**config.mk**
```make
export PLATFORM = sky130hd
export DESIGN_NAME = mem_issue_queue
export DESIGN_NICKNAME = d
export VERILOG_FILES = /design/src/rtl/mem_issue_queue_pkg.sv /design/src/rtl/mem_issue_queue_fifo.sv /design/src/rtl/mem_issue_queue.sv
export SDC_FILE = /design/constraint.sdc
export NUM_CORES = 1
export LEC_CHECK = 0
export ABC_AREA = 1
export CAP_MARGIN = 15
export CORE_AREA = 5 5 205 306
export DETAILED_ROUTE_END_ITERATION = 10
export DIE_AREA = 0 0 210 311
export GPL_ROUTABILITY_DRIVEN = 0
export PLACE_DENSITY_LB_ADDON = 0.2
export REMOVE_ABC_BUFFERS = 1
export SYNTH_ARGS = -nofsm -noshare
export SYNTH_HDL_FRONTEND = slang
export SYNTH_SLANG_ARGS = --single-unit
```
**constraint.sdc**
```tcl
create_clock -name clk -period 12.69 [get_ports clk]
set_clock_uncertainty 0.05 [all_clocks]
set_input_delay 1.269 -clock clk [delete_from_list [all_inputs] [get_ports clk]]
set_output_delay 1.269 -clock clk [all_outputs]
set_load 0.05 [all_outputs]
```
**src/rtl/mem_issue_queue_pkg.sv**
```systemverilog
// mem_issue_queue_pkg: FSM encoding, queue entry layout and the bhw codes
// shared between the issue queue and FU_mem.
package mem_issue_queue_pkg;

  typedef enum logic [2:0] {
    ST_IDLE  = 3'd0,
    ST_ISSUE = 3'd1,
    ST_WAIT  = 3'd2,
    ST_WB    = 3'd3,
    ST_DRAIN = 3'd4
  } mq_state_e;

  // Width/sign codes understood by FU_mem; the queue never interprets them.
  localparam logic [2:0] BHW_B  = 3'b000;
  localparam logic [2:0] BHW_H  = 3'b001;
  localparam logic [2:0] BHW_W  = 3'b010;
  localparam logic [2:0] BHW_BU = 3'b100;
  localparam logic [2:0] BHW_HU = 3'b101;

  // Operand part of a queue entry; the tag is appended below it by the top.
  typedef struct packed {
    logic        mem_w;
    logic [2:0]  bhw;
    logic [31:0] rs1;
    logic [31:0] rs2;
    logic [31:0] imm;
  } mem_op_t;

  localparam int OP_W = $bits(mem_op_t);

endpackage

```
**src/rtl/mem_issue_queue_fifo.sv**
```systemverilog
// mem_issue_queue_fifo: synchronous FIFO with occupancy count, a flush that
// empties it in one cycle, and a peek at the entry behind the head so the
// issue logic can launch the next op in the same cycle the head retires.
module mem_issue_queue_fifo #(
  parameter int DEPTH = 4,
  parameter int WIDTH = 8
) (
  input  logic                     clk,
  input  logic                     rst_n,
  input  logic                     i_flush,
  input  logic                     i_wr_en,
  input  logic [WIDTH-1:0]         i_wr_data,
  input  logic                     i_rd_en,
  output logic [WIDTH-1:0]         o_head,
  output logic [WIDTH-1:0]         o_next,
  output logic [$clog2(DEPTH):0]   o_count
);

  localparam int PTR_W = $clog2(DEPTH);
  localparam int CNT_W = PTR_W + 1;

  logic [WIDTH-1:0] r_mem [DEPTH];
  logic [PTR_W-1:0] r_wr_ptr;
  logic [PTR_W-1:0] r_rd_ptr;
  logic [CNT_W-1:0] r_count;
  logic [PTR_W-1:0] w_rd_ptr_p1;

  assign w_rd_ptr_p1 = r_rd_ptr + PTR_W'(1);
  assign o_head      = r_mem[r_rd_ptr];
  assign o_next      = r_mem[w_rd_ptr_p1];
  assign o_count     = r_count;

  // Storage array; written at the tail, contents need no reset.
  always_ff @(posedge clk) begin
    if (i_wr_en) begin
      r_mem[r_wr_ptr] <= i_wr_data;
    end
  end

  // Pointers and occupancy; pointers wrap naturally since DEPTH is a power of two.
  always_ff @(posedge clk or negedge rst_n) begin
    if (!rst_n) begin
      r_wr_ptr <= '0;
      r_rd_ptr <= '0;
      r_count  <= '0;
    end else if (i_flush) begin
      r_wr_ptr <= '0;
      r_rd_ptr <= '0;
      r_count  <= '0;
    end else begin
      if (i_wr_en) begin
        r_wr_ptr <= r_wr_ptr + PTR_W'(1);
      end
      if (i_rd_en) begin
        r_rd_ptr <= w_rd_ptr_p1;
      end
      case ({i_wr_en, i_rd_en})
        2'b10:   r_count <= r_count + CNT_W'(1);
        2'b01:   r_count <= r_count - CNT_W'(1);
        default: r_count <= r_count;
      endcase
    end
  end

endmodule

```
**src/rtl/mem_issue_queue.sv**
```systemverilog
// mem_issue_queue: in-order issue buffer in front of FU_mem. Launches one op
// at a time with a one-cycle EN pulse, times the fixed FU latency, and
// presents the result on a valid/ready writeback port.
module mem_issue_queue
  import mem_issue_queue_pkg::*;
#(
  parameter int DEPTH   = 4,
  parameter int TAG_W   = 4,
  parameter int LATENCY = 2
) (
  input  logic                   clk,
  input  logic                   rst_n,
  input  logic                   flush,
  input  logic                   enq_valid,
  output logic                   enq_ready,
  input  logic                   enq_mem_w,
  input  logic [2:0]             enq_bhw,
  input  logic [31:0]            enq_rs1_data,
  input  logic [31:0]            enq_rs2_data,
  input  logic [31:0]            enq_imm,
  input  logic [TAG_W-1:0]       enq_tag,
  output logic                   fu_en,
  output logic                   fu_mem_w,
  output logic [2:0]             fu_bhw,
  output logic [31:0]            fu_rs1_data,
  output logic [31:0]            fu_rs2_data,
  output logic [31:0]            fu_imm,
  input  logic [31:0]            fu_mem_data,
  output logic                   wb_valid,
  input  logic                   wb_ready,
  output logic [TAG_W-1:0]       wb_tag,
  output logic                   wb_is_store,
  output logic [31:0]            wb_data,
  output logic [$clog2(DEPTH):0] count
);

  localparam int ENT_W   = OP_W + TAG_W;
  localparam int COUNT_W = $clog2(DEPTH) + 1;
  localparam int CNT_W   = (LATENCY < 2) ? 1 : $clog2(LATENCY + 1);

  mq_state_e        r_state;
  logic [CNT_W-1:0] r_cnt;
  logic             r_fu_en;
  mem_op_t          r_fu_op;
  logic [TAG_W-1:0] r_fu_tag;
  logic             r_wb_valid;
  logic [TAG_W-1:0] r_wb_tag;
  logic             r_wb_is_store;
  logic [31:0]      r_wb_data;

  mem_op_t          w_enq_op;
  logic [ENT_W-1:0] w_enq_entry;
  logic [ENT_W-1:0] w_head_entry;
  logic [ENT_W-1:0] w_next_entry;
  logic [ENT_W-1:0] w_load_entry;
  mem_op_t          w_load_op;
  logic [TAG_W-1:0] w_load_tag;
  logic             w_full;
  logic             w_enq;
  logic             w_deq;
  logic             w_more;

  assign w_enq_op    = '{mem_w: enq_mem_w, bhw: enq_bhw, rs1: enq_rs1_data,
                         rs2: enq_rs2_data, imm: enq_imm};
  assign w_enq_entry = {w_enq_op, enq_tag};

  // enq_ready looks only at the registered count, so a full queue refuses an
  // offer even in the cycle its head retires.
  assign w_full    = (count == COUNT_W'(DEPTH));
  assign enq_ready = rst_n & ~w_full;
  assign w_enq     = enq_valid & enq_ready & ~flush;
  assign w_deq     = r_wb_valid & wb_ready;
  // Something is left to issue once the retiring head is gone.
  assign w_more    = (count > COUNT_W'(1)) | w_enq;

  mem_issue_queue_fifo #(
    .DEPTH (DEPTH),
    .WIDTH (ENT_W)
  ) u_fifo (
    .clk       (clk),
    .rst_n     (rst_n),
    .i_flush   (flush),
    .i_wr_en   (w_enq),
    .i_wr_data (w_enq_entry),
    .i_rd_en   (w_deq),
    .o_head    (w_head_entry),
    .o_next    (w_next_entry),
    .o_count   (count)
  );

  // Select the entry that becomes the head on the edge we enter ISSUE: on a
  // WB retire that is the second entry, or the one being enqueued right now.
  always_comb begin
    w_load_entry = w_head_entry;
    if (r_state == ST_WB) begin
      if (count > COUNT_W'(1)) begin
        w_load_entry = w_next_entry;
      end else begin
        w_load_entry = w_enq_entry;
      end
    end else begin
      w_load_entry = w_head_entry;
    end
  end

  assign w_load_op  = mem_op_t'(w_load_entry[ENT_W-1:TAG_W]);
  assign w_load_tag = w_load_entry[TAG_W-1:0];

  // Issue sequencing, latency timing and writeback capture.
  always_ff @(posedge clk or negedge rst_n) begin
    if (!rst_n) begin
      r_state       <= ST_IDLE;
      r_cnt         <= '0;
      r_fu_en       <= 1'b0;
      r_fu_op       <= '0;
      r_fu_tag      <= '0;
      r_wb_valid    <= 1'b0;
      r_wb_tag      <= '0;
      r_wb_is_store <= 1'b0;
      r_wb_data     <= 32'd0;
    end else begin
      r_fu_en <= 1'b0;
      case (r_state)
        ST_IDLE: begin
          if (!flush && (count != '0)) begin
            r_state  <= ST_ISSUE;
            r_fu_en  <= 1'b1;
            r_fu_op  <= w_load_op;
            r_fu_tag <= w_load_tag;
          end
        end
        ST_ISSUE: begin
          r_cnt   <= CNT_W'(LATENCY);
          r_state <= flush ? ST_DRAIN : ST_WAIT;
        end
        ST_WAIT: begin
          if (r_cnt == CNT_W'(1)) begin
            r_cnt <= '0;
            if (flush) begin
              r_state <= ST_IDLE;
            end else begin
              r_state       <= ST_WB;
              r_wb_valid    <= 1'b1;
              r_wb_tag      <= r_fu_tag;
              r_wb_is_store <= r_fu_op.mem_w;
              r_wb_data     <= r_fu_op.mem_w ? 32'd0 : fu_mem_data;
            end
          end else begin
            r_cnt <= r_cnt - CNT_W'(1);
            if (flush) begin
              r_state <= ST_DRAIN;
            end
          end
        end
        ST_DRAIN: begin
          // A squashed op still occupies FU_mem until its latency expires.
          if (r_cnt <= CNT_W'(1)) begin
            r_cnt   <= '0;
            r_state <= ST_IDLE;
          end else begin
            r_cnt <= r_cnt - CNT_W'(1);
          end
        end
        ST_WB: begin
          if (flush) begin
            r_wb_valid <= 1'b0;
            r_state    <= ST_IDLE;
          end else if (wb_ready) begin
            r_wb_valid <= 1'b0;
            if (w_more) begin
              r_state  <= ST_ISSUE;
              r_fu_en  <= 1'b1;
              r_fu_op  <= w_load_op;
              r_fu_tag <= w_load_tag;
            end else begin
              r_state <= ST_IDLE;
            end
          end
        end
        default: begin
          r_state <= ST_IDLE;
        end
      endcase
    end
  end

  assign fu_en       = r_fu_en;
  assign fu_mem_w    = r_fu_op.mem_w;
  assign fu_bhw      = r_fu_op.bhw;
  assign fu_rs1_data = r_fu_op.rs1;
  assign fu_rs2_data = r_fu_op.rs2;
  assign fu_imm      = r_fu_op.imm;
  assign wb_valid    = r_wb_valid;
  assign wb_tag      = r_wb_tag;
  assign wb_is_store = r_wb_is_store;
  assign wb_data     = r_wb_data;

endmodule

```
==> results by stage <==
Floorplanning:
- The count of boundary I/O pins is between 200 and 300.
- The total number of placement rows is 110.
- The floorplan step defined a die boundary enclosing about 65000 µm².
- The starting utilization of the core area is a little under half.
- The die is 210 µm wide.
- In this run the standard cell core region covers 59730 µm².
- The height of the die is around 310 µm.

Worst setup path:
- On the worst path, the slowest cell contributes a delay of about 860 ps.
- The end of the worst register-to-register path is fu_rs1_data[4].
- The setup slack of the most critical reg-to-reg path is 8870 ps.
- The source of the worst register-to-register timing path is u_fifo.r_rd_ptr[0].
- Traced cell by cell, the critical path runs through clkdlybuf4s50_1 > inv_1 > nand4_1 > nor2_4 > buf_4 > buf_4.
- Of all nets on the critical path, the largest fanout is 64.
- The worst setup path is captured at a flop.
- For the worst flop-to-flop path, the logic depth is 10.
- The category of cells accounting for the largest share of critical-path delay is buffers and inverters.
- The cell repeated most along the worst path is buf_4.
- The type of the worst setup path is input port to flop.
- The cell type of the slowest stage on the worst timing path is buf_4.
- The buffering stage count on the worst path with inverters included is 4.
- STA puts the critical path data required time at 12880 ps.
- The arrival time of the worst setup path is 4440 ps.
- STA classifies the critical path startpoint as an input port.

Final layout:
- The multi-input combinational cells in the finished layout cover a total of between 10000 and 15000 µm².
- The sequential cells in the finished layout cover a total of between 15000 and 20000 µm².
- In the final design database the tool counted approximately 3800 nets.
- The post-route netlist has approximately 3.6% of its cells at a drive strength greater than 1.
- The core utilization of the finished layout is 55.90%.
- Compared with the post-synthesis result, the final layout area differs by 17.90%.
- Fill cells in the final layout number between 5000 and 6000.

Routing:
- Using the TritonRoute via totals, the vias-per-cell ratio works out to 5.102.
- The number of nets with antenna violations after detailed routing is 0.
- The first detailed-routing pass ran for 5 iterations.
- In the final routed layout, each cell accounts on average for 16.78 µm.
- The final wirelength is about 75000 µm.
- Across all layers, the routed design uses approximately 23000 vias.
- For this run, design rule violations remaining after detail routing come to 0.
- The iteration-0 DRC count of the detailed router is around 1400.

Power:
- The analysis attributes to cell leakage a power of 15.15 nW.
- Power spread over the standard cell area amounts to 212.4 nW/µm².
- IR analysis of the VDD net gives a maximum drop of 199.0 µV.

Yosys:
- Summed over its instances, the top area cell type makes up 44.11% of the synthesized netlist area.
- The synthesized design spends more area on one cell type than any other, namely edfxtp_1.
- Dividing the synthesized area by the synthesized cell count gives 8.066 µm².
- The post-synthesis instance area is approximately 28000 µm².
- The gate count after technology mapping is 3511.
- Synthesis instantiated 26 different standard cells from the library.
- For this run, the register share of the synthesized area comes to roughly 58%.
- The register bit total from synthesis is between 500 and 600.
- After synthesis, the cell types taking the most area are edfxtp_1, nand2_1, dfrtp_1.
- The Yosys step of the flow raised 0 warnings.

Clock network:
- Buffers inserted during clock tree synthesis total 55.
- Clock tree synthesis found a total of 571 sinks.
- The clock passes through at most 3 buffers.
- Clock-pin slew was measured on the worst setup and hold paths at 60 ps.
- The maximum level of the CTS H-tree is 2.
- The number of cells upsized or downsized after cts is 0.
- The clock latency on the worst-skew pair is between 600 and 700 ps.
- After clock tree synthesis, the setup repair step added 0 buffers.
- The buffer cell driving the clock tree root is clkbuf_16.
- TritonCTS built the clock tree.
- The hold buffer count at cts is 0.

Global routing:
- The first global-routing pass estimated 119600 µm of wire.
- The initial antenna violation count came to 3.
- The via count of the first global-routing pass was 22266.
- For this run, the total global-route usage over all layers was measured as 22.68%.
- After global routing the overflow that remains totals 0.
- The largest net degree at the start of global routing is between 200 and 300.

STA:
- Measured against its own limit, the worst slew margin works out to 22.92%.
- The number of hold violations in the final report came to 0.
- Setup repair after global routing left no endpoint under its margin.
- The final-layout worst hold slack is 426.1 ps.
- The slack of the critical path is 8439 ps.
- The max-slew violation count is 0.
- Setup violations remaining at the end of the flow were counted as 0.
- The fraction of the cycle the final worst path needs is 33.50%.
- For the finished layout, the period the worst path requires is roughly 4300 ps.
- Derived from the worst setup path, the maximum achievable clock frequency is 235.2 MHz.
- The transition time of the tightest slew-check pin is ~1200 ps.

Hold path:
- The depth of the worst hold-timing path is 2.
- In this run the most critical hold path is launched from r_fu_tag[3].
- The path with the worst hold slack has its endpoint at wb_tag[3].
- The worst hold path belongs to the class flop to flop.

Job:
- The max capacitance violation total is 0.

Placed design:
- The count of input and output buffers is 283.
- Prior to clock tree synthesis, the placed netlist has a worst setup slack of 7751 ps.
- Detailed placement ended at an HPWL of roughly 42000 µm.

Outcome:
- The run finished with clean final reports.
## worst reg2reg max path, cell delays in order, from the launching register on
cell and delay [ps]:
dfrtp_4 990, inv_8 450, nand2_4 220, buf_4 800, buf_4 640, nand2_1 130, nand3_1 80, nand2_1 70
nand2_1 160, nand2_1 80, nand2_1 80
## through the flow
stage	cells	total power, W	area [µm²]	setup TNS, ps
CTS	4495	0.007169	33380	0
floorplan	3297	0.004413	27310	-190010
global placement	4391	0.005383	31440	0
detailed placement	4391	0.005402	31440	0
finish	4498	0.007092	33390	0
global route	4497	0.007500	33390	0
## Yosys cell counts, drive strengths merged
| master | number |
|---|---|
| a21oi | 106 |
| and2 | 1 |
| buf | 132 |
| clkbuf | 82 |
| dfrtp | 155 |
| edfxtp | 416 |
| ha | 11 |
| inv | 127 |
| nand2 | 1703 |
| nand3 | 121 |
| nand4 | 2 |
| nor2 | 429 |
| nor3 | 3 |
| o2111ai | 1 |
| o211ai | 1 |
| o21ai | 218 |
| o21bai | 1 |
| xnor2 | 2 |
## registers in the layout (all words and copies together), names as in the netlist, 2 cells and up
| signal | count |
|---|---|
| u_fifo.r_rd_ptr | 2 |
| fu_imm | 32 |
| fu_rs1_data | 32 |
| r_fu_tag | 4 |
| wb_tag | 4 |
| u_fifo.r_wr_ptr | 2 |
| fu_bhw | 3 |
| fu_rs2_data | 32 |
| u_fifo.r_mem | 416 |
| r_cnt | 2 |
| r_state | 3 |
| wb_data | 32 |
| u_fifo.o_count | 3 |
## layout by cell type, fill, tap and decap left out, types with 2 or more instances in the layout
cell / count
nand2_4: 5
inv_1: 124
nand4_1: 2
nand2_1: 1698
clkinv_2: 6
clkinv_4: 2
a21oi_1: 106
nand3_1: 120
clkbuf_1: 15
dfrtp_4: 2
o21ai_0: 211
clkdlybuf4s50_1: 282
inv_6: 4
xnor2_1: 2
clkbuf_8: 11
clkbuf_16: 56
clkinv_1: 2
edfxtp_1: 416
ha_1: 11
buf_12: 2
nor2_1: 424
dfrtp_1: 153
nor2_4: 4
o21ai_1: 7
nor3_1: 2
buf_4: 25
bufinv_16: 8
diode_2: 3
## cells by family after synthesis
logic type | count (synthesis) | synth area share, %
xor gates and xnor gates | 2 | 0.06187
and+or+nand+nor | 2259 | 30.58
AOI/OAI and AO/OA | 327 | 5.810
DFF | 571 | 57.81
buffers and inverters | 341 | 5.258
adders and majority gates | 11 | 0.4860
## final cells by class
cell class / count / area share (%)
well taps: 784 / 2.938
flip-flops and latches: 571 / 49.05
clock inverters: 21 / 0.9631
repair buffers: 310 / 9.170
inverters: 127 / 1.473
diodes: 3 / 0.02248
multi-input cells: 2599 / 31.54
clock buffers: 83 / 4.842
## power by group
group | internal [W] | switching (W) | total (W)
clock network | 0.00104 | 0.000706 | 0.00175
registers | 0.00227 | 0.000171 | 0.00244
logic | 0.000846 | 0.00205 | 0.00290
## worst max-delay path by stage
stage                                   from                   to  slack, ps  depth (start not counted)
after global placement                 flush  u_fifo.r_mem[0][15]       7840                          6
after CTS                              flush  u_fifo.r_mem[1][35]       8420                          6
after global routing                   flush  u_fifo.r_mem[1][35]       8250                          6
final                                  flush  u_fifo.r_mem[1][46]       8440                          6
after detailed placement               flush  u_fifo.r_mem[1][15]       7750                          6
after floorplan           u_fifo.r_rd_ptr[0]            fu_bhw[0]      -1810                          9
## metal layers
metal	vias to the layer above	global-route usage (%)	share of wire, %	routed length [µm]
met5	-	0	0.017	13
met4	2	7.449	2.7	2023
met3	122	3.419	5.6	4244
li1	11477	-	-	-
met2	628	40.05	50	37650
met1	10720	28.54	42	31530
(Power assumes the default switching activity.)
